## src/rtl/tape_pkg.sv

```systemverilog
// Shared types and constants for the tape prefetch block.
package tape_pkg;

    // Prefetch sequencer states; exported on o_state for observation.
    typedef enum logic [2:0] {
        ST_SYNC  = 3'd0,
        ST_IDLE  = 3'd1,
        ST_REQ   = 3'd2,
        ST_WAIT  = 3'd3,
        ST_FLUSH = 3'd4
    } tape_state_e;

    // SDRAM bank that holds the tape image.
    localparam logic [1:0] TAPE_BANK = 2'b10;

endpackage

```

## src/rtl/tape_fifo.sv

```systemverilog
// Small first-word-fall-through FIFO. o_dout always shows the head entry.
// Clear has priority over push and pop; pop on empty and push on full are dropped.
module tape_fifo #(
    parameter int DEPTH = 4,
    parameter int W     = 8
) (
    input  logic                       clk,
    input  logic                       rst_n,
    input  logic                       i_push,
    input  logic [W-1:0]               i_din,
    input  logic                       i_pop,
    input  logic                       i_clear,
    output logic [W-1:0]               o_dout,
    output logic [$clog2(DEPTH):0]     o_count,
    output logic                       o_empty,
    output logic                       o_full
);
    localparam int AW = $clog2(DEPTH);
    localparam int CW = AW + 1;

    logic [W-1:0]  r_mem [DEPTH];
    logic [AW-1:0] r_wr_ptr;
    logic [AW-1:0] r_rd_ptr;
    logic [CW-1:0] r_count;
    logic          w_do_push;
    logic          w_do_pop;

    assign o_empty   = (r_count == '0);
    assign o_full    = (r_count == CW'(DEPTH));
    assign o_count   = r_count;
    assign o_dout    = r_mem[r_rd_ptr];
    assign w_do_push = i_push && !o_full;
    assign w_do_pop  = i_pop && !o_empty;

    // Storage, pointers and occupancy; simultaneous push and pop leaves count unchanged.
    always_ff @(posedge clk or negedge rst_n) begin
        if (!rst_n) begin
            for (int i = 0; i < DEPTH; i++) r_mem[i] <= '0;
            r_wr_ptr <= '0;
            r_rd_ptr <= '0;
            r_count  <= '0;
        end else if (i_clear) begin
            r_wr_ptr <= '0;
            r_rd_ptr <= '0;
            r_count  <= '0;
        end else begin
            if (w_do_push) begin
                r_mem[r_wr_ptr] <= i_din;
                r_wr_ptr        <= r_wr_ptr + AW'(1);
            end
            if (w_do_pop) r_rd_ptr <= r_rd_ptr + AW'(1);
            if (w_do_push && !w_do_pop)      r_count <= r_count + CW'(1);
            else if (!w_do_push && w_do_pop) r_count <= r_count - CW'(1);
        end
    end

endmodule

```

## src/rtl/tape_prefetch.sv

```systemverilog
// Streams a byte range out of the SDRAM tape bank through a toggle-ack read
// port and presents it on a valid/ready byte stream via a small FIFO.
// Output stream handshake: a byte transfers on any rising clk edge where
// o_out_valid and i_out_ready are both high; o_out_data is stable while
// o_out_valid is high and the consumer has not taken it.
module tape_prefetch
    import tape_pkg::*;
#(
    parameter int FIFO_DEPTH = 4,
    parameter int ADDR_W     = 23
) (
    input  logic              clk,
    input  logic              rst_n,
    input  logic              i_start,
    input  logic [ADDR_W-1:0] i_base_addr,
    input  logic [ADDR_W-1:0] i_length,
    input  logic              i_abort,
    output logic [ADDR_W-1:0] o_tape_addr,
    output logic              o_tape_rd,
    input  logic              i_tape_rd_ack,
    input  logic [7:0]        i_tape_dout,
    output logic [7:0]        o_out_data,
    output logic              o_out_valid,
    input  logic              i_out_ready,
    output logic              o_busy,
    output logic              o_done,
    output logic [1:0]        o_tape_bank,
    output tape_state_e       o_state
);
    localparam int CW = $clog2(FIFO_DEPTH) + 1;

    tape_state_e       r_state, w_state_nxt;
    logic              r_ack_seen;
    logic [ADDR_W-1:0] r_ptr, w_ptr_nxt;
    logic [ADDR_W-1:0] r_rem, w_rem_nxt;
    logic [ADDR_W-1:0] r_tape_addr, w_addr_nxt;
    logic              r_tape_rd, w_rd_nxt;
    logic              r_done, w_done_nxt;
    logic              w_push;
    logic              w_clear;
    logic              w_ack_evt;
    logic [CW-1:0]     w_count;
    logic              w_empty;
    logic              w_full;

    assign w_ack_evt   = i_tape_rd_ack ^ r_ack_seen;
    assign o_tape_addr = r_tape_addr;
    assign o_tape_rd   = r_tape_rd;
    assign o_done      = r_done;
    assign o_out_valid = !w_empty;
    assign o_tape_bank = TAPE_BANK;
    assign o_state     = r_state;
    assign o_busy      = !(r_state == ST_IDLE || r_state == ST_SYNC) || (w_count != '0);

    tape_fifo #(
        .DEPTH (FIFO_DEPTH),
        .W     (8)
    ) u_fifo (
        .clk     (clk),
        .rst_n   (rst_n),
        .i_push  (w_push),
        .i_din   (i_tape_dout),
        .i_pop   (i_out_ready),
        .i_clear (w_clear),
        .o_dout  (o_out_data),
        .o_count (w_count),
        .o_empty (w_empty),
        .o_full  (w_full)
    );

    // Sequencer registers; the ack level is re-sampled every cycle (SYNC included)
    // because the controller's ack toggle has no reset.
    always_ff @(posedge clk or negedge rst_n) begin
        if (!rst_n) begin
            r_state     <= ST_SYNC;
            r_ack_seen  <= 1'b0;
            r_ptr       <= '0;
            r_rem       <= '0;
            r_tape_addr <= '0;
            r_tape_rd   <= 1'b0;
            r_done      <= 1'b0;
        end else begin
            r_state     <= w_state_nxt;
            r_ack_seen  <= i_tape_rd_ack;
            r_ptr       <= w_ptr_nxt;
            r_rem       <= w_rem_nxt;
            r_tape_addr <= w_addr_nxt;
            r_tape_rd   <= w_rd_nxt;
            r_done      <= w_done_nxt;
        end
    end

    // Next-state and datapath control; abort outranks start and ack events.
    always_comb begin
        w_state_nxt = r_state;
        w_ptr_nxt   = r_ptr;
        w_rem_nxt   = r_rem;
        w_addr_nxt  = r_tape_addr;
        w_rd_nxt    = r_tape_rd;
        w_done_nxt  = 1'b0;
        w_push      = 1'b0;
        w_clear     = 1'b0;
        case (r_state)
            ST_SYNC: begin
                w_state_nxt = ST_IDLE;
            end
            ST_IDLE: begin
                if (i_abort) begin
                    w_clear = 1'b1;
                end else if (i_start) begin
                    w_ptr_nxt = i_base_addr;
                    w_rem_nxt = i_length;
                    if (i_length == '0) w_done_nxt  = 1'b1;
                    else                w_state_nxt = ST_REQ;
                end
            end
            ST_REQ: begin
                if (i_abort) begin
                    w_clear     = 1'b1;
                    w_state_nxt = ST_IDLE;
                end else if (!w_full) begin
                    w_addr_nxt  = r_ptr;
                    w_rd_nxt    = 1'b1;
                    w_state_nxt = ST_WAIT;
                end
            end
            ST_WAIT: begin
                if (i_abort) begin
                    // A read completing on the abort cycle is already drained.
                    w_clear     = 1'b1;
                    w_rd_nxt    = 1'b0;
                    w_state_nxt = w_ack_evt ? ST_IDLE : ST_FLUSH;
                end else if (w_ack_evt) begin
                    w_rd_nxt  = 1'b0;
                    w_push    = 1'b1;
                    w_ptr_nxt = r_ptr + ADDR_W'(1);
                    w_rem_nxt = r_rem - ADDR_W'(1);
                    if (r_rem == ADDR_W'(1)) begin
                        w_done_nxt  = 1'b1;
                        w_state_nxt = ST_IDLE;
                    end else begin
                        w_state_nxt = ST_REQ;
                    end
                end
            end
            ST_FLUSH: begin
                if (w_ack_evt) w_state_nxt = ST_IDLE;
            end
            default: begin
                w_state_nxt = ST_SYNC;
            end
        endcase
    end

endmodule

```

## config.mk

```make
export PLATFORM = sky130hd
export DESIGN_NAME = tape_prefetch
export DESIGN_NICKNAME = d
export VERILOG_FILES = /design/src/rtl/tape_pkg.sv /design/src/rtl/tape_fifo.sv /design/src/rtl/tape_prefetch.sv
export SDC_FILE = /design/constraint.sdc
export NUM_CORES = 1
export LEC_CHECK = 0
export CORE_MARGIN = 8
export CORE_UTILIZATION = 40
export CTS_CLUSTER_DIAMETER = 80
export DETAILED_ROUTE_END_ITERATION = 10
export GPL_ROUTABILITY_DRIVEN = 0
export PLACE_DENSITY = 0.63
export SLEW_MARGIN = 15
export SYNTH_ARGS = -nofsm -noshare
export SYNTH_HDL_FRONTEND = slang
export SYNTH_SLANG_ARGS = --single-unit
```

## constraint.sdc

```tcl
create_clock -name clk -period 4.9 [get_ports clk]
set_input_delay 0.98 -clock clk [delete_from_list [all_inputs] [get_ports clk]]
set_output_delay 0.98 -clock clk [all_outputs]
set_load 0.005 [all_outputs]
```

==> impl.org, run 1 <==
** Drt
- Remaining design rule violation count :: 0
- Vias after detailed routing :: 5031
- Routed wirelength normalized by instance count :: 18.2 µm
- Violation count after the first detailed-routing iteration :: 355
- Iteration count of the initial detailed-routing pass :: 5
- Routed via count divided by cell count :: 5.80
- After detailed routing, the total wire length is 15.8 mm.
- Once detail routing completed, the nets flagged for antenna violations numbered 0.

** Synthesis
- A synthesized cell averages 10.1 µm².
- The cell area that synthesis handed to floorplanning was 5980 µm².
- Yosys mapped a number of flops with a built-in enable equal to 0.
- Post-Synthesis Cells :: 589
- Yosys printed 0 warnings.
- Predominant post-synthesis flop cell :: sky130_fd_sc_hd__dfrtp_1
- Synthesized flop and latch total :: 114
- After synthesis, flip-flops and latches occupy 47.7% of the total area.
- Async set-reset flop share out of synthesis :: 100%
- Counting distinct cell types in the post-synthesis netlist gives 60.
- Counting every net in the synthesized netlist gives 658.

** Clocking
- Count of cells resized by post-cts repair :: 0
- # hold bufs at CTS :: 0
- In this run, CTS created clock tree buffers numbering 17.
- Register clock-pin slew on the reported worst setup and hold paths :: 60 ps
- Buffer levels on the longest clock path :: 2
- Buffers inserted during post-CTS setup optimization :: 0
- The H-tree was split into 4 levels.
- CTS saw 114 sinks.
- The clock reaches the later pin of the worst-skew pair after 410 ps.
- TritonCTS built the clock tree.
- Root Driver :: sky130_fd_sc_hd__clkbuf_16

** Layout
- Leaving out fill and tap cells, the most frequent cell in the layout is sky130_fd_sc_hd__dfrtp_1.
- Area growth syn-to-layout :: 28.2%
- For this run, the post-layout net count is 740.
- The filler cells instantiated in the layout total 1275.
- 0 antenna diodes ended up in the layout.
- The library cells used most frequently in the layout, excluding fill and tap cells, are 114 x sky130_fd_sc_hd__dfrtp_1, 96 x sky130_fd_sc_hd__clkdlybuf4s50_1, 56 x sky130_fd_sc_hd__a21oi_1.
- Of the cells placed in the final design, the portion with a size suffix greater than 1 is 16.7%.

** Timing
- Setup violations remaining at the end of the flow were counted as 0.
- Peak Freq :: 288 MHz
- Clk_skew :: 8.31 ps
- Portion of the clock cycle consumed by the worst path in the final layout :: 70.9%
- The worst path in the final design needs a cycle of 3470 ps, including I/O delays and setup.
- At the pin with the least slew margin, the transition time is 1130 ps.
- The max-slew violation count was 0.
- RSZ-0062 raised after global routing :: no
- On the final layout, the worst hold slack is 484 ps.
- The number of hold violations in the final report is 0.
- In this run the tightest slew margin relative to its limit is 23.8%.
- After routing, the total negative slack on setup checks comes to 0 ps.

** Hold path
- Class of the most critical hold timing path :: reg2reg

** Floorplan
- For this design the top-level I/O count stands at 100.
- Die Y :: 138 µm
- Core Box Area :: 14600 µm²
- DIE AREA :: 19100 µm²
- DIE WIDTH :: 138 µm
- For this configuration, the core starts out at a cell density of 41.0%.
- The floorplan has 44 rows.

** GRT
- Overall overflow remaining after global route :: 0
- GRT Util Overall :: 16.8%
- In the global route stage, met1 resource usage came out at 21.3%.
- For this run, global-route usage on met2 was measured as 26.3%.
- First-pass GRT wire length :: 26.5 mm
- The number of global-route vias before repair is 5194.
- Met3 global-route usage :: 5.45%
- Maximum number of pins on one net before global-route repair :: 69
- Grt peak-use layer :: met2
- Initial antenna violation count :: 0

** Setup path
- Following the worst setup path forward leads to its endpoint at u_fifo.o_count[2].
- Critical path peak fanout :: 43
- WP data required :: 5230 ps
- In this run the register-to-register setup slack is 1430 ps.
- In this run the worst setup path begins at o_state[1].
- Startpoint of the worst register-to-register path :: o_state[1]
- Kind of capture point of the worst setup path :: flip-flop
- The worst setup path is of the reg2reg kind.
- The worst setup path is launched from a flip-flop.
- Capturing point of the worst reg2reg path :: u_fifo.o_count[2]
- Worst EP arrival :: 3800 ps
- Worst reg-to-reg path cell count :: 8

** Power
- Maximum vdd drop :: 0.293 mV
- Leakage power of the design :: 3.10 nW
- In this run the power density over the cells is 602 nW/µm².
- The design draws 4.62 mW.

** Placed design
- Summed over all nets, the half-perimeter wirelength after detailed placement is 10.8 mm.
- IO Port Bufs :: 97

** Job
- Maxcap violations :: 0

** Run status
- Result of the run :: finished, final reports clean
critical path, stage by stage (launching register included):
cell,delay (ps)
sky130_fd_sc_hd__dfrtp_1,620
sky130_fd_sc_hd__nand2_1,180
sky130_fd_sc_hd__or2_2,620
sky130_fd_sc_hd__nor4_2,880
sky130_fd_sc_hd__ha_1,330
sky130_fd_sc_hd__fa_1,200
sky130_fd_sc_hd__xnor2_1,80
sky130_fd_sc_hd__or3_1,320
sky130_fd_sc_hd__a21oi_1,160
power breakdown:
part	switching (mW)	internal, mW	leakage, nW
registers	0.419	1.32	1.40
clock network	0.462	0.767	0.291
logic	0.766	0.880	1.41
total	1.65	2.97	3.10
stage by stage:
| stage | setup slack [ps] | cells | cell area [µm²] | utilization, % |
|---|---|---|---|---|
| final | 1430 | 868 | 7660 | 52.5 |
| after global routing | 1170 | 868 | 7660 | 52.5 |
| after CTS | 1420 | 868 | 7660 | 52.5 |
| after detailed placement | 1210 | 836 | 7070 | 48.5 |
| after global placement | 1290 | 836 | 7070 | 48.5 |
| after floorplan | 1970 | 589 | 5980 | - |
state kept, by name, indices dropped and copies added (netlist names), 2 cells and up:
register	cells
u_fifo.r_mem	32
r_ptr	23
u_fifo.r_wr_ptr	2
u_fifo.r_rd_ptr	2
u_fifo.o_count	3
o_tape_addr	23
o_state	3
r_rem	23
Yosys cell counts (8+ instances only):
cell | n | area share (%)
sky130_fd_sc_hd__ha_1 | 8 | 1.7
sky130_fd_sc_hd__nand3_1 | 20 | 1.7
sky130_fd_sc_hd__nor2_1 | 35 | 2.2
sky130_fd_sc_hd__mux4_2 | 8 | 3.0
sky130_fd_sc_hd__nand2_1 | 41 | 2.6
sky130_fd_sc_hd__nor4_1 | 10 | 1.0
sky130_fd_sc_hd__mux2_2 | 53 | 10
sky130_fd_sc_hd__dfrtp_1 | 114 | 48
sky130_fd_sc_hd__o32ai_1 | 8 | 1.2
sky130_fd_sc_hd__inv_1 | 12 | 0.75
sky130_fd_sc_hd__clkbuf_1 | 31 | 1.9
sky130_fd_sc_hd__o22ai_1 | 11 | 1.2
sky130_fd_sc_hd__o21ai_0 | 44 | 3.7
sky130_fd_sc_hd__or3_1 | 17 | 1.8
sky130_fd_sc_hd__nand4_1 | 8 | 0.84
sky130_fd_sc_hd__nor3_1 | 10 | 0.84
sky130_fd_sc_hd__a21oi_1 | 56 | 4.7
worst min-delay path by stage:
stage	startpoint	end	slack [ps]	cells after the start
2_1_floorplan	r_ptr[22]	r_ptr[22]	470	1
3_3_place_gp	o_tape_addr[15]	o_tape_addr[15]	470	2
3_5_place_dp	o_tape_addr[8]	o_tape_addr[8]	480	2
6_report	o_tape_addr[8]	o_tape_addr[8]	480	2
4_1_cts	o_tape_addr[8]	o_tape_addr[8]	490	2
5_1_grt	o_tape_addr[15]	o_tape_addr[15]	510	2
layout make-up:
class,count,area (µm²),share of cell area (%)
clock buffer,18,439,5.73
clock inverter,14,153,1.99
inverter,12,45.0,0.588
multi-input combinational,425,2940,38.4
sequential,114,2850,37.2
tap,184,230,3.00
timing repair buffer,101,998,13.0
cells by family (layout without fill, tap and decap cells):
| group | Yosys count | in the layout | share of synthesized area [%] |
|---|---|---|---|
| other | 2 | 2 | 0.126 |
| xor gates and xnor gates | 6 | 6 | 0.879 |
| muxes | 64 | 64 | 13.5 |
| and+or+nand+nor | 179 | 179 | 15.6 |
| adders and majority gates | 9 | 9 | 2.01 |
| buffers and inverters | 50 | 145 | 3.35 |
| AOI/OAI and AO/OA | 165 | 165 | 16.8 |
| DFF | 114 | 114 | 47.7 |
routing by layer:
layer  wire (µm)  share of wire (%)
met5           0                  0
met4         193                1.2
met3        1250                7.9
met2        7470                 47
met1        6900                 44
Note: power is estimated with default switching activity, not from simulation.
==> run 2: changes to the inputs <==
clock period = 3.5 ns   (was 4.9 ns; I/O delays follow)
==> run 2 against run 1 <==
Compared with the run above: cell count is 1.0% higher; sequential power is 40% higher; worst hold slack worse by 180 ps; routed wire length is 0.63% higher; register-to-register slack worse by 540 ps; critical path depth is 6 lower.
==> impl.org, run 2 (synthesis results as in run 1) <==
** Run status
- The flow ran to the end, and the final reports show no timing, DRC or antenna violations.

** GRT
- Maximum number of pins on one net before global-route repair :: 71
- Summed over all layers, the global routing overflow is 0.
- Number of global-route vias before repair :: 5160
- The number of antenna violations at the first check in global routing is 0.
- The first global-routing pass estimated 26.6 mm of wire.
- GRT Util Overall :: 16.9%

** Floorplan
- Core Box Area :: 14600 µm²
- The floorplan step defined a die boundary enclosing 19100 µm².
- In this run the horizontal extent of the chip is 138 µm.
- Core Rows :: 44
- Die Y :: 138 µm
- For this configuration, the core starts out at a cell density of 41.0%.
- In this run the count of I/O pins placed on the die edge is 100.

** Placed design
- Worst slack after detailed placement :: 599 ps
- Dpl hpwl :: 10.8 mm
- In this run the tool buffered the top-level ports with 97 buffer cells.

** Setup path
- Worst EP arrival :: 2200 ps
- Critical path peak fanout :: 10
- Launching instance or port of the critical path :: u_fifo.r_rd_ptr[0]
- Data on the critical path is required at its endpoint by 2800 ps.
- STA classifies the critical path startpoint as a flip-flop.
- Kind of capture point of the worst setup path :: output pin
- Startpoint of the worst register-to-register path :: r_rem[0]
- Worst setup path category :: reg2out

** Clocking
- TritonCTS built the clock tree.
- Buffer levels on the longest clock path :: 2
- In this run the post-CTS setup repair buffer count came out at 0.
- The number of gates resized after CTS was 0.
- Register clock-pin slew on the reported worst setup and hold paths :: 50 ps
- CTS placed an instance of sky130_fd_sc_hd__clkbuf_16 at the clock tree root.
- Htree depth :: 4
- The number of clock buffers added by TritonCTS is 17.
- Clock sink count :: 114
- Clock latency on the worst-skew pair, taken at its later pin, is 410 ps.
- After clock tree synthesis, the flow added hold-fix buffers numbering 0.

** Drt
- Violation count after the first detailed-routing iteration :: 359
- For this run, design rule violations remaining after detail routing come to 0.
- Routed wire length :: 15.9 mm
- Routed via count divided by cell count :: 5.77
- Antenna-violating nets left :: 0
- Iteration count of the initial detailed-routing pass :: 4
- Routed wirelength normalized by instance count :: 18.1 µm
- For this block, the via count after detailed routing is 5062.

** Layout
- u_fifo.r_mem holds more flip-flops than any other register.
- Leading cell type in the layout, fill and taps excluded :: sky130_fd_sc_hd__dfrtp_1
- Layout Nets :: 749
- Ratio of cells with drive above 1 in the final layout :: 17.9%
- Max reg flops :: 32
- Area growth syn-to-layout :: 30.7%
- Number of fill cells :: 1279
- Diode count :: 0
- Leaving out fill and tap cells, the most frequent cells in the layout are 114 x sky130_fd_sc_hd__dfrtp_1, 96 x sky130_fd_sc_hd__clkdlybuf4s50_1, 56 x sky130_fd_sc_hd__a21oi_1.

** Hold path
- Class of the most critical hold timing path :: in2async

** Timing
- The number of hold violations in the final report came to 0.
- The clock arrives with 6.62 ps of skew.
- Final number of setup-violating endpoints :: 0
- The final critical path takes up 82.9% of the cycle.
- Clock period minus worst slack :: 2900 ps
- Setup total negative slack :: 0 ps
- Worst setup slack after layout :: 600 ps
- Timing would allow up to 345 MHz.
- In this run the tightest slew margin relative to its limit is 50.8%.
- Final number of max-transition violations :: 0
- Setup repair after global routing left no endpoint under its margin.
- Worst Tran Pin Value :: 732 ps

** Power
- Power per standard cell area :: 850 nW/µm²
- Maximum vdd drop :: 0.412 mV
- Leakage power of the design :: 3.16 nW

** Job
- Maxcap violations :: 0
[run 2: cell count changes in the layout (fill, tap and decap cells not counted), sizes merged]
cell / delta
clkbuf: -1
buf: +9
inv: -1
bufinv: +2
clkinv: -2
clkinvlp: +2
[run 2: worst max-delay path, cell delays in order (launching register included)]
cell and delay [ps]:
sky130_fd_sc_hd__dfrtp_1 730, sky130_fd_sc_hd__mux4_2 600, sky130_fd_sc_hd__clkdlybuf4s50_1 460
[run 2: final timing paths]
| kind | endpoint | slack (ps) | cells after the start |
|---|---|---|---|
| worst max-delay path | o_out_data[5] | 600 | 2 |
| worst min-delay path | o_tape_addr[17] | 300 | 1 |
| worst max register to register | r_rem[14] | 890 | 7 |
| worst min register to register | o_tape_addr[15] | 490 | 2 |
| max in group asynchronous | r_rem[4] | 2420 | 2 |
| min in group clk | o_tape_addr[15] | 490 | 2 |
[run 2: per-layer routing]
metal  vias up  GRT usage, %  share of wire, %
met5         -             0                 0
li1       2372             -                 -
met1      2491          22.7                46
met3        15          4.86               5.8
met4         0          6.06               1.3
met2       184          25.2                47
[run 2: stage by stage]
| stage | instance area, µm² | std cells | hold slack, ps | power, mW | util [%] |
|---|---|---|---|---|---|
| final | 7810 | 877 | 302 | 6.64 | 53.6 |
| after global placement | 7180 | 845 | 471 | 4.72 | 49.2 |
| after CTS | 7810 | 877 | 311 | 6.69 | 53.5 |
| after detailed placement | 7180 | 845 | 479 | 4.82 | 49.2 |
| after global routing | 7810 | 877 | 330 | 7.10 | 53.6 |
| after floorplan | 5980 | 589 | 404 | 3.75 | - |
[run 2: report_power, final]
part           total (mW)  switching (mW)  internal [mW]
logic                2.38            1.09           1.28
registers            2.43           0.582           1.85
clock network        1.84           0.642           1.20
total                6.64            2.32           4.33
[run 2: final cells by class]
type	count	area [µm²]	area share (%)
flip-flops and latches	114	2850	36.5
repair buffers	110	1100	14.1
clock inverters	15	205	2.63
clock buffers	17	425	5.45
well taps	184	230	2.95
inverters	12	45.0	0.577
multi-input cells	425	2950	37.8
